`src/rtl/mmio_console.sv`:
```
// Memory-mapped console transmitter: bus stores fill a byte FIFO that is drained
// onto an 8N1 UART line; a HALT store raises a sticky halt once the line is quiet.
module mmio_console #(
   parameter int CLKS_PER_BIT = 16,
   parameter int FIFO_DEPTH   = 8
) (
   input  logic        clk,
   input  logic        reset,
   input  logic        sel,
   input  logic        memwrite,
   input  logic [31:0] dataadr,
   input  logic [31:0] writedata,
   output logic [31:0] readdata,
   output logic        txd,
   output logic        halt
);
   localparam int PW = (FIFO_DEPTH > 1) ? $clog2(FIFO_DEPTH) : 1;
   localparam int CW = $clog2(FIFO_DEPTH + 1);
   localparam int BW = $clog2(CLKS_PER_BIT);

   typedef enum logic [1:0] {IDLE, START, DATA, STOP} state_t;

   state_t          state_reg, state_next;
   logic [BW-1:0]   baud_reg, baud_next;
   logic [2:0]      bit_reg, bit_next;
   logic [7:0]      shift_reg, shift_next;
   logic            txd_reg, txd_next;
   logic            pop;

   logic [7:0]      mem [FIFO_DEPTH];
   logic [PW-1:0]   wr_ptr_reg, rd_ptr_reg;
   logic [CW-1:0]   count_reg;
   logic            overflow_reg, halt_req_reg, halt_reg;

   logic            wr_en, push, push_ok, empty, full, baud_end;
   logic [7:0]      head;
   logic            unused_bits;

   assign wr_en    = sel & memwrite;
   assign push     = wr_en && (dataadr[3:2] == 2'd0);
   assign empty    = (count_reg == '0);
   assign full     = (count_reg == CW'(FIFO_DEPTH));
   // A full FIFO still accepts a byte when the engine pops on the same edge.
   assign push_ok  = push && (!full || pop);
   assign head     = mem[rd_ptr_reg];
   assign baud_end = (baud_reg == BW'(CLKS_PER_BIT - 1));
   assign unused_bits = ^{dataadr[31:4], dataadr[1:0], writedata[31:8]};

   always_comb begin
      state_next = state_reg;
      baud_next  = baud_reg;
      bit_next   = bit_reg;
      shift_next = shift_reg;
      pop        = 1'b0;
      case (state_reg)
         IDLE: begin
            if (!empty) begin
               pop        = 1'b1;
               shift_next = head;
               bit_next   = '0;
               baud_next  = '0;
               state_next = START;
            end
         end
         START: begin
            if (baud_end) begin
               baud_next  = '0;
               state_next = DATA;
            end else begin
               baud_next = baud_reg + BW'(1);
            end
         end
         DATA: begin
            if (baud_end) begin
               baud_next  = '0;
               shift_next = shift_reg >> 1;
               bit_next   = bit_reg + 3'd1;
               if (bit_reg == 3'd7) state_next = STOP;
            end else begin
               baud_next = baud_reg + BW'(1);
            end
         end
         STOP: begin
            if (baud_end) begin
               baud_next = '0;
               // Chain straight into the next start bit so frames stay contiguous.
               if (!empty) begin
                  pop        = 1'b1;
                  shift_next = head;
                  bit_next   = '0;
                  state_next = START;
               end else begin
                  state_next = IDLE;
               end
            end else begin
               baud_next = baud_reg + BW'(1);
            end
         end
         default: state_next = IDLE;
      endcase

      case (state_next)
         START:   txd_next = 1'b0;
         DATA:    txd_next = shift_next[0];
         default: txd_next = 1'b1;
      endcase
   end

   always_ff @(posedge clk) begin
      if (!reset) begin
         state_reg    <= IDLE;
         baud_reg     <= '0;
         bit_reg      <= '0;
         shift_reg    <= '0;
         txd_reg      <= 1'b1;
         wr_ptr_reg   <= '0;
         rd_ptr_reg   <= '0;
         count_reg    <= '0;
         overflow_reg <= 1'b0;
         halt_req_reg <= 1'b0;
         halt_reg     <= 1'b0;
      end else begin
         state_reg <= state_next;
         baud_reg  <= baud_next;
         bit_reg   <= bit_next;
         shift_reg <= shift_next;
         txd_reg   <= txd_next;
         if (push_ok)
            wr_ptr_reg <= (wr_ptr_reg == PW'(FIFO_DEPTH - 1)) ? '0 : wr_ptr_reg + PW'(1);
         if (pop)
            rd_ptr_reg <= (rd_ptr_reg == PW'(FIFO_DEPTH - 1)) ? '0 : rd_ptr_reg + PW'(1);
         if (push_ok && !pop)
            count_reg <= count_reg + CW'(1);
         else if (!push_ok && pop)
            count_reg <= count_reg - CW'(1);
         if (push && full && !pop)
            overflow_reg <= 1'b1;
         else if (wr_en && dataadr[3:2] == 2'd2)
            overflow_reg <= 1'b0;
         if (wr_en && dataadr[3:2] == 2'd1)
            halt_req_reg <= 1'b1;
         halt_reg <= halt_reg | (halt_req_reg & empty & (state_reg == IDLE));
      end
   end

   always_ff @(posedge clk) begin
      if (push_ok) mem[wr_ptr_reg] <= writedata[7:0];
   end

   always_comb begin
      readdata = '0;
      if (sel && dataadr[3:2] == 2'd2) begin
         readdata[0]    = (state_reg != IDLE);
         readdata[1]    = empty;
         readdata[2]    = full;
         readdata[3]    = overflow_reg;
         readdata[4]    = halt_req_reg;
         readdata[15:8] = 8'(count_reg);
      end
   end

   assign txd  = txd_reg;
   assign halt = halt_reg;
endmodule

```
`config.mk`:
```
export PLATFORM = sky130hd
export DESIGN_NAME = mmio_console
export DESIGN_NICKNAME = d
export VERILOG_FILES = /design/src/rtl/mmio_console.sv
export SDC_FILE = /design/constraint.sdc
export NUM_CORES = 1
export LEC_CHECK = 0
export CAP_MARGIN = 15
export CORE_MARGIN = 2
export CORE_UTILIZATION = 40
export DETAILED_ROUTE_END_ITERATION = 8
export DONT_BUFFER_PORTS = 1
export GPL_ROUTABILITY_DRIVEN = 0
export PLACE_DENSITY_LB_ADDON = 0.12
export SETUP_SLACK_MARGIN = 0.4
export SYNTH_ARGS = -nofsm -noshare
export SYNTH_HDL_FRONTEND = slang
export SYNTH_SLANG_ARGS = --single-unit
```
`constraint.sdc`:
```
create_clock -name clk -period 4.1 [get_ports clk]
set_clock_uncertainty 0.2 [all_clocks]
set_input_delay 0.82 -clock clk [delete_from_list [all_inputs] [get_ports clk]]
set_output_delay 0.82 -clock clk [all_outputs]
set_load 0.02 [all_outputs]
```
==> results.toml <==
[routing]
drc = 0
ant_nets = 0
wl_per_cell_um = 16.3
vias_per_cell = 5.14
drt_iter0_markers = 242
route.final.wire_length_um = 8150
vias = 2576
firstDrtPassIters = 4

[final_layout]
layout.nets = 440
antenna_cells = 0
final_util_pct = 45.1
finalNonFillerCells = 501
drive_gt1_share_pct = 16.3
fillers = 984
syn_to_final_growth_pct = 9.24
largest_register_ffs = 64

[floorplan]
core_area_um2 = 10900
initial_core_util_pct = 41.2
die_w_um = 110
die_area_um2 = 12100
die_y_um = 110
io_pins = 102
row_count = 38

[sta]
relSlewSlack_pct = 31.5
tns_ps = 0
worst_pin_slew_ps = 1030
fmax_mhz = 290
rsz0062_at_grt = "false"
period_share_pct = 84.1
hold_slack_ps = 295
slew_viol_final = 0
hold_viol = 0
final.min_clock_period_ps = 3450
final-setup-viol-count = 0
worst_slack_ps = 654

[synth]
syn_area_um2 = 4510
yosys_warnings = 0
syn_avg_cell_area_um2 = 12.9
ys_seq_area_share_pct = 57.7
synth_flop_cell = "edfxtp_1"
ys_seq_elements = 98
synth_cell_types = 49
synth_largest_area_cell = "edfxtp_1"
async_reset_ff_share_pct = 0
syn_inst = 350
synth-edff-count = 64
synth_top_cell_area_share_pct = 42.6
yosys-top-cells-area = "edfxtp_1 (43%), dfxtp_1 (15%), mux4_2 (8.0%)"

[global_routing]
grt_first_pass_wirelength_um = 13100
grt_use_met2_pct = 24.1
track_usage_pct = 14.8
grt_busiest_layer = "met2"
grtUsageMet3_pct = 3.94
antenna_found_initial = 0
grtUsageMet1_pct = 19.3
grt_max_degree = 34
overflow = 0
first_global_vias = 2473

[clocking]
htreeDepth = 3
cts_tree = "done"
postCtsSetupBuffers = 0
path_clk_slew_ps = 70
clockBufferDepth = 2
insertion_delay_ps = 340
cts_sinks = 98
cts_buffers = 9
cts_root_buffer = "clkbuf_16"

[worst_setup_path]
worstSetupStartpoint = "baud_reg[0]"
r2r_start = "baud_reg[0]"
worst-setup-path-type = "reg -> reg"
critPathMaxFanout = 5
worstPathRequired_ps = 4170
start_kind = "flop"
critPathArrivalTime_ps = 3510
end_kind = "flop"

[flow_run]
drv_cap = 0

[place]
dp.cells = 485
dp_hpwl_um = 5260
portBuffers = 0
dp_slack_ps = 456

[min_path]
hold_class = "reg -> reg"
hold_start = "shift_reg[7]"

[power]
ir_worst_vdd_mv = 0.301
leakage_nw = 1.68
cellPowerDensity_nw_per_um2 = 592

[status]
status = "finished clean"
report_power, final:
group	internal [mW]	switching [mW]	total, mW
Combinational	0.400	0.454	0.854
Sequential	1.14	0.123	1.26
Clock	0.422	0.381	0.804
synth_stat cells, types with 2 or more instances:
master	count
nand2_1	32
mux4_2	16
a21o_1	2
o2bb2ai_1	6
mux2i_1	11
or4_1	2
xnor2_1	3
nor3b_1	2
dfxtp_1	34
a221oi_1	2
nand3_1	3
nand3b_1	2
o21a_1	3
edfxtp_1	64
nor2b_1	11
or2_2	2
mux2_2	2
nor3_1	8
clkbuf_1	13
and2_1	12
nand2b_1	4
a21oi_1	9
ha_1	15
a22oi_1	2
o21ai_0	19
a21boi_0	6
or3_1	4
nor2_1	14
buf_4	24
inv_1	4
worst max-delay path: stages (launching register included):
cell and delay, ps:
dfxtp_1 390, ha_2 260, a41oi_2 160, or3_1 420, a311o_2 400, inv_2 110
ha_1 190, inv_1 90, ha_1 280, a21o_1 170, a21oi_1 160, xnor2_1 90
or3_1 290, a21boi_0 150
final timing paths:
check	end	slack, ps	cells past startpoint
min reg2reg	shift_reg[7]	300	2
min	shift_reg[7]	300	2
max	count_reg[3]	650	13
max reg2reg	count_reg[3]	650	13
routing by layer:
| metal | vias to the layer above | part of all wire [%] | wire (um) |
|---|---|---|---|
| met5 | - | 0 | 0 |
| met4 | 0 | 1.1 | 89 |
| met3 | 8 | 3.5 | 284 |
| met2 | 49 | 49 | 3960 |
| met1 | 1260 | 47 | 3820 |
| li1 | 1259 | - | - |
area by class of cell:
type,instances,area [um^2],share of cell area (%)
clock inverter,7,57.6,1.17
sequential,98,2610,52.9
clock buffer,9,225,4.57
inverter,5,18.8,0.381
timing repair buffer,12,90.1,1.83
tap,140,175,3.56
multi-input combinational,230,1760,35.6
metrics by stage:
stage	power (mW)	cell area, um^2
after floorplan	1.98	4590
after global placement	2.12	4610
after detailed placement	2.13	4610
after CTS	2.95	4900
after global routing	3.11	4930
final	2.92	4930
cells by family after synthesis:
kind of cell | after synthesis | share of synthesized area, %
simple gates | 101 | 11.5
flops | 98 | 57.7
compound gates | 58 | 8.77
buf+inv | 44 | 5.85
mux | 29 | 10.9
fa+ha+maj | 16 | 4.60
xor+xnor | 3 | 0.583
other cells | 1 | 0.0831
what timing repair did:
item	4_1_cts	5_1_grt
endpoints found under the setup margin	0	1
hold endpoints to repair	0	0
hold buffers	0	0
gates resized for setup	0	9
layout by cell type, fill, tap and decap left out, types with 8 or more instances in the layout:
master     Yosys  routed
and2_1        12      12
dfxtp_1       34      32
o21ai_0       19      19
mux2i_1       11      11
edfxtp_1      64      64
ha_1          15      12
conb_1         1      23
nor2_1        14      14
a21oi_1        9       9
clkbuf_16      0       9
buf_4         24      12
nor3_1         8       8
mux4_2        16      16
nand2_1       32      32
nor2b_1       11      11
Note: power is estimated with default switching activity, not from simulation.
